===== src/rtl/leaf_bft_rx.sv =====
// Receive-side unpacker for a BFT leaf page. Incoming packets are filtered by
// leaf address and steered by port field into per-port FIFOs. Each FIFO drives
// a valid/ready stream. Freed FIFO slots are returned to the sender as credit
// packets.
module leaf_bft_rx #(
  parameter int unsigned NUM_PORTS   = 4,
  parameter int unsigned FIFO_DEPTH  = 16,
  parameter logic [4:0]  LEAF_ADDR   = 5'd1,
  parameter logic [4:0]  CREDIT_DEST = 5'd0
) (
  input  logic                    clk,
  input  logic                    reset,
  input  logic [48:0]             din_leaf_bft2interface,
  output logic [NUM_PORTS*32-1:0] dout_data,
  output logic [NUM_PORTS-1:0]    dout_valid,
  input  logic [NUM_PORTS-1:0]    dout_ready,
  output logic [48:0]             credit_out,
  input  logic                    credit_ready,
  output logic                    err_overflow,
  output logic                    err_misroute,
  output logic [15:0]             drop_count
);

  localparam int unsigned AW = $clog2(FIFO_DEPTH);

  // Pointers and freed-slot counters share the same width: one wrap bit extra.
  typedef logic [AW:0] ptr_t;

  typedef enum logic {StIdle, StSend} state_e;

  logic [48:0] in_q;
  logic        in_vld;
  logic [4:0]  in_addr;
  logic [2:0]  in_port;
  logic        route_ok;
  logic        ovf_drop;
  logic        mis_drop;
  logic        unused_in_cnt;

  logic [31:0] mem_q [NUM_PORTS][FIFO_DEPTH];
  ptr_t        wr_ptr_q [NUM_PORTS];
  ptr_t        rd_ptr_q [NUM_PORTS];
  ptr_t        freed_q  [NUM_PORTS];
  ptr_t        freed_d  [NUM_PORTS];

  logic [NUM_PORTS-1:0] empty;
  logic [NUM_PORTS-1:0] full;
  logic [NUM_PORTS-1:0] push;
  logic [NUM_PORTS-1:0] pop;

  state_e      state_q, state_d;
  logic [2:0]  rr_q, rr_d;
  logic [2:0]  sel_q, sel_d;
  ptr_t        cnt_q, cnt_d;
  logic [48:0] credit_q, credit_d;
  logic        found;
  logic [2:0]  pick;
  ptr_t        pick_cnt;

  logic        err_overflow_q;
  logic        err_misroute_q;
  logic [15:0] drop_count_q;

  assign in_vld        = in_q[48];
  assign in_addr       = in_q[47:43];
  assign in_port       = in_q[42:40];
  // The count field is meaningful only on credit packets.
  assign unused_in_cnt = ^in_q[39:32];
  assign route_ok      = (in_addr == LEAF_ADDR) && (32'(in_port) < NUM_PORTS);

  // FIFO status flags and per-port stream outputs
  always_comb begin
    dout_data = '0;
    for (int p = 0; p < int'(NUM_PORTS); p++) begin
      empty[p] = (wr_ptr_q[p] == rd_ptr_q[p]);
      full[p]  = (wr_ptr_q[p][AW] != rd_ptr_q[p][AW]) &&
                 (wr_ptr_q[p][AW-1:0] == rd_ptr_q[p][AW-1:0]);
      pop[p]   = !empty[p] && dout_ready[p];
      // Gate stale memory contents so an empty port presents zero data.
      if (!empty[p]) begin
        dout_data[p*32 +: 32] = mem_q[p][rd_ptr_q[p][AW-1:0]];
      end
    end
  end

  assign dout_valid = ~empty;

  // Input decode: push, overflow drop (checked before any same-cycle pop) or misroute drop
  always_comb begin
    push     = '0;
    ovf_drop = 1'b0;
    mis_drop = in_vld && !route_ok;
    for (int p = 0; p < int'(NUM_PORTS); p++) begin
      if (in_vld && route_ok && (in_port == 3'(p))) begin
        if (full[p]) begin
          ovf_drop = 1'b1;
        end else begin
          push[p] = 1'b1;
        end
      end
    end
  end

  // Input register, sticky error flags and saturating drop counter
  always_ff @(posedge clk) begin
    if (reset) begin
      in_q           <= '0;
      err_overflow_q <= 1'b0;
      err_misroute_q <= 1'b0;
      drop_count_q   <= '0;
    end else begin
      in_q <= din_leaf_bft2interface;
      if (ovf_drop) begin
        err_overflow_q <= 1'b1;
      end
      if (mis_drop) begin
        err_misroute_q <= 1'b1;
      end
      if ((ovf_drop || mis_drop) && (drop_count_q != 16'hFFFF)) begin
        drop_count_q <= drop_count_q + 16'd1;
      end
    end
  end

  // FIFO storage; contents need no reset because the pointers define validity
  always_ff @(posedge clk) begin
    for (int p = 0; p < int'(NUM_PORTS); p++) begin
      if (push[p]) begin
        mem_q[p][wr_ptr_q[p][AW-1:0]] <= in_q[31:0];
      end
    end
  end

  // FIFO pointer update
  always_ff @(posedge clk) begin
    if (reset) begin
      for (int p = 0; p < int'(NUM_PORTS); p++) begin
        wr_ptr_q[p] <= '0;
        rd_ptr_q[p] <= '0;
      end
    end else begin
      for (int p = 0; p < int'(NUM_PORTS); p++) begin
        if (push[p]) begin
          wr_ptr_q[p] <= wr_ptr_q[p] + ptr_t'(1);
        end
        if (pop[p]) begin
          rd_ptr_q[p] <= rd_ptr_q[p] + ptr_t'(1);
        end
      end
    end
  end

  // Credit FSM next state: round-robin scan in idle, hold packet until accepted in send
  always_comb begin
    state_d  = state_q;
    rr_d     = rr_q;
    sel_d    = sel_q;
    cnt_d    = cnt_q;
    credit_d = credit_q;
    found    = 1'b0;
    pick     = '0;
    pick_cnt = '0;
    for (int p = 0; p < int'(NUM_PORTS); p++) begin
      freed_d[p] = freed_q[p] + ptr_t'(pop[p]);
    end

    unique case (state_q)
      StIdle: begin
        for (int i = 1; i <= int'(NUM_PORTS); i++) begin
          for (int p = 0; p < int'(NUM_PORTS); p++) begin
            if (!found && (p == (int'(rr_q) + i) % int'(NUM_PORTS)) && (freed_q[p] != '0)) begin
              found    = 1'b1;
              pick     = 3'(p);
              pick_cnt = freed_q[p];
            end
          end
        end
        if (found) begin
          credit_d = {1'b1, CREDIT_DEST, pick, 8'(pick_cnt), 32'h0};
          rr_d     = pick;
          sel_d    = pick;
          cnt_d    = pick_cnt;
          state_d  = StSend;
        end
      end
      StSend: begin
        if (credit_ready) begin
          // Pops that landed after the packet was latched stay in the counter.
          for (int p = 0; p < int'(NUM_PORTS); p++) begin
            if (sel_q == 3'(p)) begin
              freed_d[p] = freed_q[p] - cnt_q + ptr_t'(pop[p]);
            end
          end
          credit_d = '0;
          state_d  = StIdle;
        end
      end
      default: state_d = StIdle;
    endcase
  end

  // Credit FSM state and freed-slot counters
  always_ff @(posedge clk) begin
    if (reset) begin
      state_q  <= StIdle;
      rr_q     <= 3'(NUM_PORTS - 1);
      sel_q    <= '0;
      cnt_q    <= '0;
      credit_q <= '0;
      for (int p = 0; p < int'(NUM_PORTS); p++) begin
        freed_q[p] <= '0;
      end
    end else begin
      state_q  <= state_d;
      rr_q     <= rr_d;
      sel_q    <= sel_d;
      cnt_q    <= cnt_d;
      credit_q <= credit_d;
      for (int p = 0; p < int'(NUM_PORTS); p++) begin
        freed_q[p] <= freed_d[p];
      end
    end
  end

  assign credit_out   = credit_q;
  assign err_overflow = err_overflow_q;
  assign err_misroute = err_misroute_q;
  assign drop_count   = drop_count_q;

endmodule

===== config.mk =====
export PLATFORM = sky130hd
export DESIGN_NAME = leaf_bft_rx
export DESIGN_NICKNAME = d
export VERILOG_FILES = /design/src/rtl/leaf_bft_rx.sv
export SDC_FILE = /design/constraint.sdc
export NUM_CORES = 2
export LEC_CHECK = 0
export BUFFER_PORTS_ARGS = -buffer_cell sky130_fd_sc_hd__buf_2
export CAP_MARGIN = 30
export CORE_MARGIN = 5
export CORE_UTILIZATION = 55
export CTS_BUF_LIST = sky130_fd_sc_hd__clkbuf_4
export DETAILED_ROUTE_END_ITERATION = 8
export GPL_ROUTABILITY_DRIVEN = 0
export PLACE_DENSITY = 0.72
export SYNTH_ARGS = -nofsm -noshare
export SYNTH_HDL_FRONTEND = slang
export SYNTH_SLANG_ARGS = --single-unit

===== constraint.sdc =====
create_clock -name clk -period 14.3 [get_ports clk]
set_input_delay 2.86 -clock clk [delete_from_list [all_inputs] [get_ports clk]]
set_output_delay 2.86 -clock clk [all_outputs]
set_load 0.01 [all_outputs]

Word level (Yosys, flattened, before mapping)
Memories as Yosys holds them, arrays and structs flattened.
Cells that the tools add are included.
{"block": "op_classes", "order_cmp": 13, "bitwise": 26, "add_sub_neg": 25, "n_reduce_logical": 91, "n_eq_ne": 34, "mux": 167}
{"operator": "$mux 512", "count": 10}
{"operator": "$reduce_or 512->1", "count": 3}
{"operator": "$bmux 32 s4", "count": 4}
{"operator": "$demux 32 s4", "count": 4}
{"operator": "$mux 32", "count": 16}
{"operator": "$mux 5", "count": 32}
{"operator": "$logic_not 32->1", "count": 4}
{"operator": "$mux 49", "count": 2}
{"operator": "$pmux 49 s2", "count": 1}
{"operator": "$mux 1", "count": 78}
{"operator": "$logic_and 1x1->1", "count": 51}
{"operator": "$mux 3", "count": 14}
{"operator": "$add 5x1->5", "count": 8}
{"operator": "$add 5x1->5 const B", "count": 8}
{"operator": "$ge 5x5->1 const B", "count": 8}
{"operator": "$mux 20", "count": 2}
{"operator": "$not 4->5", "count": 8}
{"operator": "$eq 3x3->1 const A", "count": 8}
{"operator": "$eq 5x5->1", "count": 4}
{"operator": "$logic_not 1->1", "count": 20}
{"operator": "$lt 5x1->1 const B", "count": 4}
{"operator": "$reduce_bool 5->1", "count": 4}
{"operator": "$sub 5x5->5", "count": 4}
{"operator": "$add 16x1->16 const B", "count": 1}
{"operator": "other kinds (21)", "count": 58}
{"block": "totals", "out_inout_bits": 199, "memories": 4, "reg_bits": 127, "ramBits": 2108, "input_bits": 56}
{"memory": "mem_q", "words": 4, "width": 512, "read_ports": 4, "rd_ports_with_merged_regs": 0, "write_ports": 1, "line": "40", "text": "logic [31:0] mem_q [NUM_PORTS][FIFO_DEPTH];"}
{"memory": "freed_q", "words": 4, "width": 5, "read_ports": 4, "rd_ports_with_merged_regs": 0, "write_ports": 4, "line": "43", "text": "ptr_t freed_q [NUM_PORTS];"}
{"memory": "rd_ptr_q", "words": 4, "width": 5, "read_ports": 4, "rd_ports_with_merged_regs": 0, "write_ports": 4, "line": "42", "text": "ptr_t rd_ptr_q [NUM_PORTS];"}
{"memory": "wr_ptr_q", "words": 4, "width": 5, "read_ports": 4, "rd_ports_with_merged_regs": 0, "write_ports": 4, "line": "41", "text": "ptr_t wr_ptr_q [NUM_PORTS];"}

Logic depth before layout (Yosys ltp)
{"block": "logic_depth", "depth_word": 84, "mapped_depth": 15, "depth_no_buf": 14}

Worst setup path after synthesis
No wires, ideal clock.
{"block": "synth_path", "kind": "flip-flop to output port", "startpoint": "memory rd_ptr_q[3][0] (netlist bit)", "endpoint": "output dout_data[100]", "path_slack_ns": 9.034, "stages_incl_launch_ff": 7, "arrival_time_ns": 2.406, "cell_sequence": "edfxtp_1 > clkbuf_1 > buf_2 > buf_1 > mux4_2 > mux4_2 > nor2b_1"}
{"element": "start: declaration", "line": "42"}
{"element": "end: declaration", "line": "14", "text": "output logic [NUM_PORTS*32-1:0] dout_data,"}

==> run summary <==
Status: finished clean
Synth top area share: 72.8%
Yosys warnings: 0
Area after DPL: 90,300 um^2
Multi-input gate area: 20,600 um^2
Post-synth EDFFs: 2,088
FP Rows: 145
Fin area: 97,200 um^2
Post-synth cell types: 74
Tot Pwr: 0.0138 W
Leakage power: 31.7 nW
Worst endpoint data arrival time: 5160 ps
Kind of critical path: flip-flop to output port
Util after Layout: 62.3%
Area growth syn-to-layout: 12.8%
Vias per cell: 6.07
Fin crit period: 8020 ps
Worst Path Required: 11,440 ps
Die height: 406 um
Grt total ovfl: 0
WL final: 196 mm
DP Wirelength: 101 mm
Post-CTS setup buffers: 0
Clock latency on the worst-skew pair: 1270 ps
Die Area: 165,000 um^2
Synth Area per Inst: 21.6 um^2
CTS Buffer Depth: 4
TritonCTS clock tree: built
Via count: 43,200
DRC Markers: 0
GRT Overall Usage: 24.1%
FF/Latch Area: 64,700 um^2
Post-Syn Instances: 3,992
Leading area contributor after synthesis: edfxtp_1
Nets: 4,812
Main synth FF type: edfxtp_1
Ranking of synthesized cells by area: edfxtp_1 73%, mux4_2 17%, dfxtp_1 2.3%, nor2b_1 1.3%, ha_1 0.89%
Reg clk slew, reported paths: 60 ps
Seq/Total Area, Yosys: 75.1%
Final Skew: 90.0 ps
Post-DRT Antenna Nets: 0
Fill count: 10,700
Most common cell in the netlist: edfxtp_1
CP Capture Type: output port
Hold crit path type: flip-flop to flip-flop
IO Pins: 255
First-pass GRT wire length: 288 mm
Pin count of the biggest net entering global routing: 132
Number of gates resized after CTS: 0
CTS Buf Count: 561
Hold buffers post-CTS: 0
Routed len/inst: 27.6 um
Post-synth top cells: 2,088 x edfxtp_1, 640 x mux4_2, 179 x nor2b_1
Setup violators final: 0
Clock root cell: clkbuf_4
Worst-Margin Slew: 1030 ps
Vias in the first global route: 44,800
Core footprint: 156,000 um^2
RSZ-0062 raised after global routing: false
Critical path fanouts, max: 46
Post-synthesis cell area: 86,100 um^2
Fraction of layout cells with a size suffix above 1: 38.4%
Iteration-0 DRC count of the detailed router: 5,085
Die W: 406 um
Clk sinks: 2,185
H-tree Lvls: 6
Startpoint types: flip-flop
Initial antenna violation count: 13
Number of max-cap violations: 0
TNS Setup: 0 ps
Pre-antenna DRT Iters: 6
Input/output buffers: 205
Crit share post-route: 56.1%
Rel. slew slack: 31.2%
Post-synth ARST share: 0%
Flops & latches, synth: 2,185
Fmax: 125 MHz
VDD IR-drop max: 0.0971 mV
Initial Util: 55.2%
Max Slew Vio Count: 0
Count of final hold-check violations: 0
Power per cell area: 142 nW/um^2
-- layer usage --
layer	vias up	wire, um	global-route usage, %	share of wire [%]
met5	-	28	0	0.014
met4	4	4200	7.11	2.1
met3	362	17800	5.23	9.1
met2	2178	96300	39.0	49
met1	22500	77700	33.8	40
li1	18200	-	-	-
-- final timing paths --
check / start / slack, ps / endpoint / cells past startpoint
hold reg to reg: credit_out[34] / 450 / credit_out[34] / 1
setup reg to reg: in_q[46] / 10080 / mem_q[0][306] / 7
hold / removal: credit_out[34] / 450 / credit_out[34] / 1
setup / recovery: rd_ptr_q[1][0] / 6280 / dout_data[53] / 8
-- where the power goes --
group | total (W) | switching (W) | leakage [nW] | internal [W]
clock network | 0.00507 | 0.00235 | 4.03 | 0.00271
registers | 0.00714 | 0.0000897 | 19.9 | 0.00705
logic | 0.00159 | 0.000886 | 7.79 | 0.000706
total | 0.0138 | 0.00333 | 31.7 | 0.0105
-- kinds of logic after synthesis --
family | share of synthesized area (%)
AOI/OAI and AO/OA | 1.09
xor gates and xnor gates | 0.834
adders and majority gates | 0.979
buffers and inverters | 1.59
DFF | 75.1
muxes | 16.8
other | 0.00435
and+or+nand+nor | 3.62
-- cell usage in the layout, fill, tap and decap left out, types with 20 or more instances in the layout --
cell type and instances:
mux4_2 640, nor2_4 34, nor3_1 20, buf_4 123, buf_2 204, a21oi_1 33
dfxtp_2 32, nand3_1 40, clkbuf_4 785, conb_1 41, edfxtp_1 2088, inv_1 57
o21ai_0 21, nor2_1 104, xnor2_1 55, nand2_1 49, inv_2 20, nand4_1 21
dfxtp_1 65, nor2b_1 177, ha_1 61, xor2_1 27, clkinv_1 95
-- state kept, by name, indices dropped and copies added, names as in the netlist --
| register | flops |
|---|---|
| credit_out | 8 |
| state_q | 1 |
| cnt_q | 5 |
| rr_q | 2 |
| wr_ptr_q | 20 |
| in_q | 41 |
| err_overflow | 1 |
| mem_q | 2048 |
| err_misroute | 1 |
| rd_ptr_q | 20 |
| freed_q | 20 |
| drop_count | 16 |
| sel_q | 2 |
-- layout make-up --
cell class / instances / share of cell area, %
Clock inverter: 137 / 0.851
Tap cell: 2058 / 2.65
Clock buffer: 784 / 6.06
Inverter: 58 / 0.224
Multi-Input combinational cell: 1541 / 21.2
Antenna cell: 8 / 0.0206
Sequential cell: 2185 / 66.6
Timing Repair Buffer: 344 / 2.39
-- worst max-delay path, cell delays in order (launching register included) --
cell      delay [ps]
edfxtp_1         320
buf_4            160
buf_16           310
buf_4            710
buf_4            860
mux4_2           610
mux4_2           550
nor2b_1          170
buf_2            160
-- per-stage QoR --
| stage | setup WS, ps | hold WS (ps) | cells |
|---|---|---|---|
| 4_1_cts | 5670 | 453 | 7103 |
| 3_5_place_dp | 7020 | 439 | 6182 |
| 2_1_floorplan | 9030 | 426 | 4032 |
| 3_3_place_gp | 7010 | 437 | 6167 |
| 6_report | 6280 | 448 | 7115 |
| 5_1_grt | 5820 | 479 | 7113 |
No activity file was read; power rests on OpenSTA's default activity.
